<file path="config.mk">
export PLATFORM = sky130hd
export DESIGN_NAME = myproject_mul_pipe
export DESIGN_NICKNAME = d
export VERILOG_FILES = /design/src/rtl/myproject_mul_pkg.sv /design/src/rtl/myproject_mul_pipe_sat.sv /design/src/rtl/myproject_mul_pipe.sv
export SDC_FILE = /design/constraint.sdc
export NUM_CORES = 1
export LEC_CHECK = 0
export BUFFER_PORTS_ARGS = -buffer_cell sky130_fd_sc_hd__buf_2
export CELL_PAD_IN_SITES_DETAIL_PLACEMENT = 0
export CELL_PAD_IN_SITES_GLOBAL_PLACEMENT = 1
export CORE_MARGIN = 2
export CORE_UTILIZATION = 40
export DETAILED_ROUTE_END_ITERATION = 12
export PLACE_DENSITY = 0.67
export SYNTH_ARGS = -nofsm -noshare
export SYNTH_HDL_FRONTEND = slang
export SYNTH_SLANG_ARGS = --single-unit
export TNS_END_PERCENT = 1
</file>
<file path="constraint.sdc">
create_clock -name ap_clk -period 3.05 [get_ports ap_clk]
set_clock_uncertainty 0.1 [all_clocks]
set_input_delay 0.61 -clock ap_clk [delete_from_list [all_inputs] [get_ports ap_clk]]
set_output_delay 0.61 -clock ap_clk [all_outputs]
set_load 0.02 [all_outputs]
</file>
<file path="src/rtl/myproject_mul_pkg.sv">
// Shared constants and the sign-saturation helper for the myproject_mul pipeline.
// Saturation is only instantiated when MYPROJECT_MUL_SAT_EN is defined.
package myproject_mul_pkg;

  localparam int MUL_MODE_MUL = 0;
  localparam int MUL_MODE_MAC = 1;

  // Working width wide enough for a 64-bit result plus one guard bit.
  localparam int SAT_W = 65;

  function automatic logic signed [SAT_W-1:0] sat_sign(input logic signed [SAT_W-1:0] v,
                                                       input int w);
    logic signed [SAT_W-1:0] hi;
    logic signed [SAT_W-1:0] lo;
    hi = (SAT_W'(1) <<< (w - 1)) - SAT_W'(1);
    lo = -hi - SAT_W'(1);
    if (v > hi) return hi;
    if (v < lo) return lo;
    return v;
  endfunction

endpackage

</file>
<file path="src/rtl/myproject_mul_pipe_sat.sv">
// Signed width reduction: two's-complement wrap by default, clamp to the
// output range when MYPROJECT_MUL_SAT_EN is defined.
module myproject_mul_pipe_sat
  import myproject_mul_pkg::*;
#(
  parameter int IN_W  = 25,
  parameter int OUT_W = 25
) (
  input  logic signed [IN_W-1:0]  din_i,
  output logic signed [OUT_W-1:0] dout_o
);

  logic signed [SAT_W-1:0] ext;
  logic signed [SAT_W-1:0] res;
  logic                    unused_res_hi;

  assign ext = SAT_W'(din_i);

`ifdef MYPROJECT_MUL_SAT_EN
  assign res = sat_sign(ext, OUT_W);
`else
  assign res = ext;
`endif

  assign dout_o        = res[OUT_W-1:0];
  assign unused_res_hi = ^res[SAT_W-1:OUT_W];

endmodule

</file>
<file path="src/rtl/myproject_mul_pipe.sv">
// Pipelined signed multiplier / multiply-accumulate with valid/ready handshake.
// Define MYPROJECT_MUL_SAT_EN to saturate width reduction and accumulation.
module myproject_mul_pipe
  import myproject_mul_pkg::*;
#(
  parameter int din0_WIDTH = 16,
  parameter int din1_WIDTH = 9,
  parameter int dout_WIDTH = 25,
  parameter int NUM_STAGE  = 3,
  parameter int MODE       = 0
) (
  input  logic                         ap_clk,
  input  logic                         ap_rst_n,
  input  logic                         in_valid,
  output logic                         in_ready,
  input  logic signed [din0_WIDTH-1:0] din0,
  input  logic signed [din1_WIDTH-1:0] din1,
  input  logic                         in_last,
  output logic                         out_valid,
  input  logic                         out_ready,
  output logic signed [dout_WIDTH-1:0] dout
);

  localparam int PROD_W = din0_WIDTH + din1_WIDTH;
  localparam int DLY    = NUM_STAGE - 1;

  logic                         adv;
  logic signed [PROD_W-1:0]     prod_p0;
  logic signed [PROD_W-1:0]     prod_fin;
  logic                         vld_fin;
  logic                         last_fin;
  logic signed [dout_WIDTH-1:0] red_fin;
  logic signed [dout_WIDTH-1:0] sum;
  logic signed [dout_WIDTH-1:0] dout_q, dout_d;
  logic signed [dout_WIDTH-1:0] acc_q, acc_d;
  logic                         out_valid_q, out_valid_d;

  // The whole pipe freezes while a result waits on downstream.
  assign adv      = !(out_valid_q && !out_ready);
  assign in_ready = adv;
  assign prod_p0  = PROD_W'(din0) * PROD_W'(din1);

  // Stage p0 -> p(NUM_STAGE-1): full-width product delay line
  if (DLY == 0) begin : g_nodly
    assign prod_fin = prod_p0;
    assign vld_fin  = in_valid;
    assign last_fin = in_last;
  end else begin : g_dly
    logic [DLY-1:0]           vld_q;
    logic [DLY-1:0]           last_q;
    logic signed [PROD_W-1:0] prod_q [DLY];

    always_ff @(posedge ap_clk or negedge ap_rst_n) begin
      if (!ap_rst_n) begin
        vld_q <= '0;
      end else if (adv) begin
        vld_q[0] <= in_valid;
        for (int i = 1; i < DLY; i++) vld_q[i] <= vld_q[i-1];
      end
    end

    always_ff @(posedge ap_clk) begin
      if (adv) begin
        prod_q[0] <= prod_p0;
        last_q[0] <= in_last;
        for (int i = 1; i < DLY; i++) begin
          prod_q[i] <= prod_q[i-1];
          last_q[i] <= last_q[i-1];
        end
      end
    end

    assign prod_fin = prod_q[DLY-1];
    assign vld_fin  = vld_q[DLY-1];
    assign last_fin = last_q[DLY-1];
  end

  // Final stage: reduce to output width, optionally accumulate, register result
  myproject_mul_pipe_sat #(
    .IN_W (PROD_W),
    .OUT_W(dout_WIDTH)
  ) u_sat (
    .din_i (prod_fin),
    .dout_o(red_fin)
  );

`ifdef MYPROJECT_MUL_SAT_EN
  logic signed [SAT_W-1:0] sum_wide;
  logic signed [SAT_W-1:0] sum_sat;
  logic                    sum_clip;
  logic                    stick_q, stick_d;
  logic                    unused_sum_hi;

  assign sum_wide      = SAT_W'(acc_q) + SAT_W'(red_fin);
  assign sum_sat       = sat_sign(sum_wide, dout_WIDTH);
  assign sum_clip      = (sum_sat != sum_wide);
  assign unused_sum_hi = ^sum_sat[SAT_W-1:dout_WIDTH];
  // Once a group has hit a rail it stays there until its last beat.
  assign sum           = stick_q ? acc_q : sum_sat[dout_WIDTH-1:0];

  always_comb begin
    stick_d = stick_q;
    if (adv && vld_fin) stick_d = last_fin ? 1'b0 : (stick_q | sum_clip);
  end

  always_ff @(posedge ap_clk or negedge ap_rst_n) begin
    if (!ap_rst_n) stick_q <= 1'b0;
    else           stick_q <= stick_d;
  end
`else
  assign sum = acc_q + red_fin;
`endif

  always_comb begin
    dout_d      = dout_q;
    acc_d       = acc_q;
    out_valid_d = out_valid_q;
    if (adv) begin
      out_valid_d = 1'b0;
      if (vld_fin) begin
        if (MODE == MUL_MODE_MAC) begin
          if (last_fin) begin
            dout_d      = sum;
            out_valid_d = 1'b1;
            acc_d       = '0;
          end else begin
            acc_d = sum;
          end
        end else begin
          dout_d      = red_fin;
          out_valid_d = 1'b1;
        end
      end
    end
  end

  always_ff @(posedge ap_clk or negedge ap_rst_n) begin
    if (!ap_rst_n) begin
      dout_q      <= '0;
      acc_q       <= '0;
      out_valid_q <= 1'b0;
    end else begin
      dout_q      <= dout_d;
      acc_q       <= acc_d;
      out_valid_q <= out_valid_d;
    end
  end

  assign dout      = dout_q;
  assign out_valid = out_valid_q;

endmodule

</file>
# Word level (Yosys, flattened, before mapping)
# Memories as Yosys holds them, arrays and structs flattened. A register that Yosys moved wholly into a read port is not among the register bits.
# Index checks and enable logic that the tools add are counted.
# W data, S select, Z words.
[totals] output_inout_bits=27 input_bits=30 wordCells=12 ramBits=50 mem_count=1 ff_bits=3
[op_classes] reduce_logical=5 n_mux=2 mul=1 bitwise=1
[memory_table] name="g_dly.prod_q" depth=2 width=25 read_ports=2 rd_clocked_by_memory_dff=1 write_ports=2 line_no="myproject_mul_pipe.sv:51" source="logic signed [PROD_W-1:0] prod_q [DLY];"
[op_table] cell="$mul A16 B9 Y25" n=1
[op_table] cell="$logic_not A1 Y1" n=3
[op_table] cell="$mux W1" n=2
[op_table] cell="$reduce_and A2 Y1" n=1
[op_table] cell="$logic_and A1 B1 Y1" n=1
[op_table] cell="$not A1 Y1" n=1

# Longest topological paths before layout
# Gate-level depths: netlist of the first run.
[logic_depth] ltp_word=4 ltp_mapped=20 ltp_nobuf=19

# Hierarchy
# A second synthesis of the first run with hierarchy kept.
[hier_totals] cells_unflattened=657 hier_area_um2=7561.0
[by_module_without_submodules] mod="myproject_mul_pipe" seq_area_each_um2=2202.1 n_inst=1 area_per_inst_um2=7373.3 cells_each=632
[by_module_without_submodules] mod="myproject_mul_pipe_sat" seq_area_each_um2=0.0 n_inst=1 area_per_inst_um2=187.7 cells_each=25

# Worst setup path before layout of the first run
# Ideal clock, no wire load.
[synth_timing] path_kind="input port to flip-flop" from="input port din1[0]" to="memory g_dly.prod_q[0][24] (netlist bit), data pin" setup_time_ns=0.258 required_ns=2.692 n_path_buf=1 arrival_time_ns=4.783 path_slack_ns=-2.091 cell_stages=18 cell_sequence="clkbuf_1 -> nand2_1 -> fa_1 -> inv_1 -> fa_1 -> inv_1 -> fa_1 -> inv_1 -> fa_1 -> fa_1 -> ha_1 -> o21ai_1 -> nor2_2 -> o41ai_4 -> o21ai_4 -> nand4_1 -> a31o_1 -> xnor2_1"
[synth_lines] element="start: declaration" line_no="myproject_mul_pipe.sv:17" source="input logic signed [din1_WIDTH-1:0] din1,"
[synth_lines] element="end: declaration" line_no="myproject_mul_pipe.sv:51"

==> run summary, run 1 <==
CP max FO: 6
Die Wd: 139.8 microns
Max clock buf depth: 2
# clock sinks: 78
# diodes: 0
P per Cell Area: 1172 nW/um^2
vias in the first global route: 5481
VDD IR max: 686.1 uV
CP Capture Type: flop
switching pwr: 4334 uW
Site Rows: 49
final hold slack: 198.8 ps
CTS H-Tree Depth: 3
clock transition at the registers of the reported paths: 50 ps
fin. max-slew vios: 0
crit path cell chain: buf_12, buf_6, and2_4, fa_1, fa_1, fa_2, fa_1, ha_4, ha_4, or2_4, o41ai_4, o21ai_4, buf_4, a211oi_2, xnor2_1
fillers: 1577
part of the cycle the worst path needs: 153.6%
Num CTS Buffers: 9
min-delay worst type: in2async
Final ANT Viol Nets: 0
Synthesis Warnings: 0
final worst slack: -1635 ps
Area contributors post-synth: fa_1, edfxtp_1, dfrtp_1
Clk pwr share: 8.8%
Mapped Area: 7373 sq um
setup TNS: -25590 ps
core outline area: 18020 sq um
Synth Register Bits: 78
Worst path max stage delay: 600 ps
gr ovfl total: 0
sw frac: 37.87%
die height: 139.8 microns
Total Power: 11440 uW
Crit path max-delay family: adder cells
combinational share of power: 72.6%
first-pass GRT wire length: 25990 microns
Buffers on Ports: 55
Final GP Congestion: 0.8564
most frequent CP cell: fa_1
root buf cell: clkbuf_16
reg-to-reg endpoint: g_dly.vld_q[1]
RR Startpoint: out_valid
Total Routing Usage GR: 16.42%
DRC: 0
MaxCap Viol Count: 0
Setup crit end: g_dly.prod_q[0][18]
P_int: 7110 uW
crit path from: din0[3]
Final setup viols: 20
Fin. Hold Viols: 0
final net count: 996
CTS tree: done
Area growth, synth to finish: 32.41%
Vias/cell: 4.745
crit path kind: in2reg
I/O Pins: 57
largest net degree at the start of global routing: 54
Buf/Inv on CP: 3
Avg WL per Cell: 14.92 microns
leading area contributor after synthesis: fa_1
leakage power: 0.004551 uW
DRT Pass-1 Iters: 4
flop2flop setup slack: 1410 ps
Worst Path Arrival: 4650 ps
hpwl dp: 12410 microns
area share of the largest cell type after synthesis: 32.31%
highest-delay cell along the critical path: fa_2
reg2reg path depth: 3
Levels on crit path: 15
Final min period: 4685 ps
Post-Syn Nets: 833
share of the yosys chip area belonging to registers: 29.87%
Vias: 4883
die footprint: 19540 sq um
Netlist cell types: 39
pre-CTS setup slack: -2215 ps
worst skew pair latency: 320 ps
share of cells above drive strength 1: 38.25%
status: finished with violations
initial core utilization: 40.91%
maximum clock rate: 0.2135 GHz
Post-Route WL: 15360 microns
CP startpoint kind: input port
initial antenna violation count: 0
synthesized area per cell: 11.67 sq um
Mapped Cells: 632
Seq pwr share: 18.6%
slew of the pin with the lowest slew margin: 641.9 ps
RSZ-0062 raised after global routing: yes
failing checks: negative setup slack
DR iter-0 viols: 203
Relative slew margins: 57.21%
Worst Path Required: 3020 ps
layout by cell type, fill, tap and decap left out, types with 8 or more instances in the layout:
cell / synthesis / layout
clkbuf_16: 0 / 9
ha_1: 52 / 31
nand2_1: 68 / 60
fa_2: 0 / 18
a21oi_2: 1 / 8
buf_6: 0 / 18
mux2_2: 27 / 27
inv_1: 96 / 92
buf_4: 0 / 102
edfxtp_1: 50 / 50
xnor2_1: 17 / 17
fa_1: 119 / 101
and2_4: 0 / 11
ha_4: 0 / 18
dfrtp_1: 28 / 28
and2_1: 65 / 54
buf_2: 2 / 40
nor2_1: 20 / 16
power groups by stage:
stage | combinational [uW] | clock [uW] | sequential [uW]
after floorplan | 4170 | 0 | 2320
after global placement | 6780 | 0 | 2130
after detailed placement | 6850 | 0 | 2150
after CTS | 7870 | 1040 | 2140
after global routing | 9290 | 1070 | 2180
final | 8310 | 1010 | 2130
cells in the mapped netlist:
| cell type | instances |
|---|---|
| o21a_1 | 3 |
| o21ai_1 | 2 |
| and3_1 | 2 |
| o41ai_4 | 1 |
| a31o_1 | 1 |
| inv_1 | 96 |
| or2_4 | 1 |
| mux2_2 | 27 |
| buf_2 | 2 |
| nor2_1 | 20 |
| fa_1 | 119 |
| o21bai_2 | 1 |
| o31ai_1 | 1 |
| o21ai_4 | 1 |
| nor3_1 | 2 |
| nand2b_1 | 7 |
| nor2_2 | 2 |
| ha_1 | 52 |
| a21oi_1 | 10 |
| a21bo_1 | 1 |
| nand4_1 | 1 |
| a21oi_2 | 1 |
| a21o_1 | 5 |
| or2_2 | 1 |
| a31oi_1 | 2 |
| a211oi_1 | 6 |
| edfxtp_1 | 50 |
| and2_1 | 65 |
| dfrtp_1 | 28 |
| nor2b_1 | 1 |
| xnor2_1 | 17 |
| clkbuf_1 | 17 |
| o21bai_1 | 2 |
| nor4_1 | 2 |
| nand2_1 | 68 |
| nand3_1 | 1 |
| a211oi_2 | 2 |
| o21ai_0 | 6 |
| xor2_1 | 6 |
metrics by stage:
step / cell area, sq um / utilization [%] / std cells
2_1_floorplan: 7528 / - / 632
4_1_cts: 9562 / 53.05 / 1027
3_5_place_dp: 8710 / 48.32 / 1000
5_1_grt: 9763 / 54.16 / 1029
6_report: 9763 / 54.16 / 1029
3_3_place_gp: 8710 / 48.32 / 1000
layer usage:
layer | track usage [%] | vias up | part of all wire, %
li1 | - | 2337 | -
met4 | 6.368 | 0 | 2.1
met2 | 27.27 | 96 | 49
met3 | 2.030 | 21 | 3.5
met5 | 0 | - | 0
met1 | 22.15 | 2429 | 45
logic make-up (layout without fill, tap and decap cells):
logic type	Yosys count	after routing	synth area share (%)
simple gates	173	173	11.67
fa+ha+maj	171	171	41.13
buf+inv	115	283	5.888
flops	78	78	29.87
compound gates	45	45	4.582
mux	27	27	4.124
xor+xnor	23	23	2.732
worst register-to-register path, stage by stage, from the launching register on:
cell      delay, ps
dfrtp_1         380
nand2b_2        100
buf_4           540
mux2_2          410
final cells by class:
class / instances / area (sq um) / share of cell area (%)
Multi-Input combinational cell: 439 / 5202 / 53.29
Inverter: 96 / 362.8 / 3.717
Tap cell: 229 / 286.5 / 2.935
Clock inverter: 2 / 33.78 / 0.3460
Sequential cell: 78 / 2202 / 22.56
Clock buffer: 14 / 254.0 / 2.602
Timing Repair Buffer: 171 / 1421 / 14.56
what timing repair did:
action | CTS | global route
gates resized for setup | 90 | 47
hold endpoints to repair | 0 | 0
hold buffers | 0 | 0
cloned | 4 | 0
buffers inserted | 7 | 3
pin swaps | 66 | 40
setup endpoints to repair | 20 | 21
flip-flops by register name, indices dropped and copies added, names as in the netlist:
| register | cells |
|---|---|
| dout | 25 |
| g_dly.prod_q | 50 |
| out_valid | 1 |
| g_dly.vld_q | 2 |
how the worst min path moves through the flow:
| stage | startpoint | to | slack [ps] | cells past startpoint |
|---|---|---|---|---|
| 3_3_place_gp | g_dly.prod_q[0][22] | g_dly.prod_q[1][22] | 300 | 0 |
| 4_1_cts | ap_rst_n | dout[23] | 210 | 1 |
| 5_1_grt | ap_rst_n | dout[23] | 250 | 1 |
| 2_1_floorplan | ap_rst_n | dout[0] | 210 | 0 |
| 3_5_place_dp | g_dly.prod_q[0][13] | g_dly.prod_q[1][13] | 300 | 0 |
| 6_report | ap_rst_n | dout[23] | 200 | 1 |
No activity file was read; power rests on OpenSTA's default activity.
==> run 2, diff against run 1 <==
--- a/config.mk
+++ b/config.mk
@@ -12,6 +12,7 @@
 export CORE_UTILIZATION = 40
 export DETAILED_ROUTE_END_ITERATION = 12
 export PLACE_DENSITY = 0.67
+export REMOVE_ABC_BUFFERS = 1
 export SYNTH_ARGS = -nofsm -noshare
 export SYNTH_HDL_FRONTEND = slang
 export SYNTH_SLANG_ARGS = --single-unit
==> run 2 against run 1 <==
  * The flow still finishes with violations (negative setup slack)
  * Wire length is 12% lower
  * Highest routed layer unchanged
  * Non-clock buffer count is 15 lower
  * Largest cell class unchanged
  * Critical path type unchanged
  * Die area stayed put
  * Hold slack worse by 1.9 ps
  * Critical endpoint is now g_dly.prod_q[0][24]
==> run summary, run 2 (same netlist as run 1, synthesis figures left out) <==
status: finished with violations (unchanged)
failing checks: negative setup slack (unchanged)
Avg WL per Cell: 13.34 microns (was 14.92 microns)
VDD IR max: 528.7 uV (was 686.1 uV)
CP max FO: 5 (was 6)
CTS tree: done (unchanged)
most frequent CP cell: fa_1 (unchanged)
CP Capture Type: flop (unchanged)
highest-delay cell along the critical path: fa_1 (was fa_2)
crit path cell chain: buf_2, nand2_1, fa_1, inv_1, fa_1, fa_1, fa_1, fa_1, ha_4, o21ai_1, nor2_2, o41ai_4, o21ai_4, nand4_1, a31o_1, xnor2_1 (was buf_12, buf_6, and2_4, fa_1, fa_1, fa_2, fa_1, ha_4, ha_4, or2_4, o41ai_4, o21ai_4, buf_4, a211oi_2, xnor2_1)
fin. max-slew vios: 0 (unchanged)
CP startpoint kind: input port (unchanged)
initial core utilization: 40.91% (unchanged)
crit path kind: in2reg (unchanged)
Hold-fix buffers, CTS: 0 (unchanged)
sw frac: 37.78% (was 37.87%)
Worst Path Required: 3020 ps (about the same)
Seq pwr share: 21.0% (was 18.6%)
slew of the pin with the lowest slew margin: 619.8 ps (was 641.9 ps)
DRC: 0 (unchanged)
Total Routing Usage GR: 14.95% (was 16.42%)
Final GP Congestion: 0.8621 (was 0.8564)
first-pass GRT wire length: 24370 microns (was 25990 microns)
RSZ-0062 raised after global routing: yes (unchanged)
Worst path max stage delay: 570 ps (was 600 ps)
min-delay worst type: in2async (unchanged)
CTS H-Tree Depth: 3 (unchanged)
Worst Path Arrival: 4720 ps (was 4650 ps)
Final ANT Viol Nets: 0 (unchanged)
Area growth, synth to finish: 23.96% (was 32.41%)
clock transition at the registers of the reported paths: 50 ps (about the same)
setup TNS: -26490 ps (was -25590 ps)
Biggest register: g_dly.prod_q (unchanged)
DRT Pass-1 Iters: 4 (unchanged)
I/O Pins: 57 (unchanged)
die footprint: 19540 sq um (unchanged)
part of the cycle the worst path needs: 155.8% (was 153.6%)
Vias/cell: 4.626 (was 4.745)
switching pwr: 3806 uW (was 4334 uW)
Clk pwr share: 9.8% (was 8.8%)
Final setup viols: 20 (unchanged)
register area: 2202 sq um (unchanged)
Setup crit end: g_dly.prod_q[0][24] (was g_dly.prod_q[0][18])
most frequent cells in the layout: fa_1, buf_4, inv_1, and2_1, nand2_1 (was buf_4, fa_1, inv_1, nand2_1, and2_1)
Die Wd: 139.8 microns (unchanged)
MaxCap Viol Count: 0 (unchanged)
# diodes: 0 (unchanged)
Largest register FFs: 50 (unchanged)
area occupied by multi-input gates: 4888 sq um (was 5202 sq um)
crit path from: din0[8] (was din0[3])
DR iter-0 viols: 109 (was 203)
RR Startpoint: out_valid (unchanged)
most common cell after layout, fill and taps aside: fa_1 (was buf_4)
Num CTS Buffers: 9 (unchanged)
flop2flop setup slack: 1550 ps (was 1410 ps)
# clock sinks: 78 (unchanged)
Final min period: 4750 ps (was 4685 ps)
core outline area: 18020 sq um (unchanged)
Post-Route WL: 13520 microns (was 15360 microns)
initial antenna violation count: 0 (unchanged)
P_int: 6268 uW (was 7110 uW)
vias in the first global route: 5190 (was 5481)
final hold slack: 197.0 ps (was 198.8 ps)
largest net degree at the start of global routing: 51 (was 54)
share of cells above drive strength 1: 30.06% (was 38.25%)
root buf cell: clkbuf_16 (unchanged)
Relative slew margins: 58.68% (was 57.21%)
leakage power: 0.004367 uW (was 0.004551 uW)
Max clock buf depth: 2 (unchanged)
fillers: 1686 (was 1577)
combinational share of power: 69.2% (was 72.6%)
final net count: 981 (was 996)
reg-to-reg endpoint: g_dly.prod_q[0][20] (was g_dly.vld_q[1])
reg2reg path depth: 2 (was 3)
hpwl dp: 11840 microns (was 12410 microns)
final worst slack: -1700 ps (was -1635 ps)
Fin. Hold Viols: 0 (unchanged)
maximum clock rate: 0.2105 GHz (was 0.2135 GHz)
Vias: 4691 (was 4883)
Site Rows: 49 (unchanged)
die height: 139.8 microns (unchanged)
gr ovfl total: 0 (unchanged)
P per Cell Area: 1102 nW/um^2 (was 1172 nW/um^2)
Buffers on Ports: 55 (unchanged)
worst skew pair latency: 320 ps (about the same)
## run 2: cell count changes in the layout (fill, tap and decap cells not counted), sizes merged
| cell | change |
|---|---|
| buf | -12 |
| bufbuf | -3 |
| clkbuf | -3 |
| clkinv | +2 |
| clkinvlp | +2 |
| inv | -1 |
## run 2: power by group through the flow
| stage | registers, uW | clock network (uW) | logic, uW |
|---|---|---|---|
| floorplan | 2320 | 0 | 4060 |
| global route | 2180 | 1070 | 7940 |
| detailed placement | 2150 | 0 | 6590 |
| CTS | 2130 | 1020 | 6870 |
| finish | 2120 | 983 | 6980 |
| global placement | 2130 | 0 | 6540 |
## run 2: worst min-delay path by stage
stage                          endpoint  slack [ps]  cells past startpoint
finish                         dout[22]         200                      1
global route                   dout[22]         260                      1
CTS                            dout[22]         220                      1
detailed placement  g_dly.prod_q[1][12]         310                      0
global placement    g_dly.prod_q[1][13]         300                      0
floorplan                       dout[0]         210                      0
## run 2: area by class of cell
cell class	count	share of cell area, %
Tap cell	229	3.135
Sequential cell	78	24.09
Inverter	96	3.984
Clock buffer	11	2.546
Timing Repair Buffer	156	12.20
Multi-Input combinational cell	439	53.48
Clock inverter	5	0.5613
## run 2: repair_timing
item / CTS / global route
setup endpoints to repair: 20 / 20
buffers inserted: 3 / 0
gates resized for setup: 38 / 10
pin swaps: 17 / 8
## run 2: worst max-delay path, delay by kind of cell
family,cells,cell delay (ps)
buffers and inverters,2,160
adder cells (fa/ha/maj),6,2830
AO/OA/AOI/OAI,4,630
XOR/XNOR,1,120
AND/OR/NAND/NOR,3,390
## run 2: per-layer routing
metal / global-route usage [%] / wire (microns) / vias up
met5: 0 / 0 / -
met4: 3.474 / 130 / 0
met3: 1.480 / 357 / 8
met2: 24.21 / 6246 / 73
met1: 21.92 / 6787 / 2312
li1: - / - / 2298
## run 2: metrics by stage
step                      worst slack, ps  instance area, sq um  util [%]  power (uW)  instances
after floorplan                     -1787                  7300         -        6381        613
after global placement              -2167                  8625     47.85        8667        995
after detailed placement            -2250                  8625     47.85        8735        995
after CTS                           -1692                  9072     50.33       10020       1014
after global routing                -1888                  9140     50.71       11190       1014
final                               -1700                  9140     50.71       10070       1014
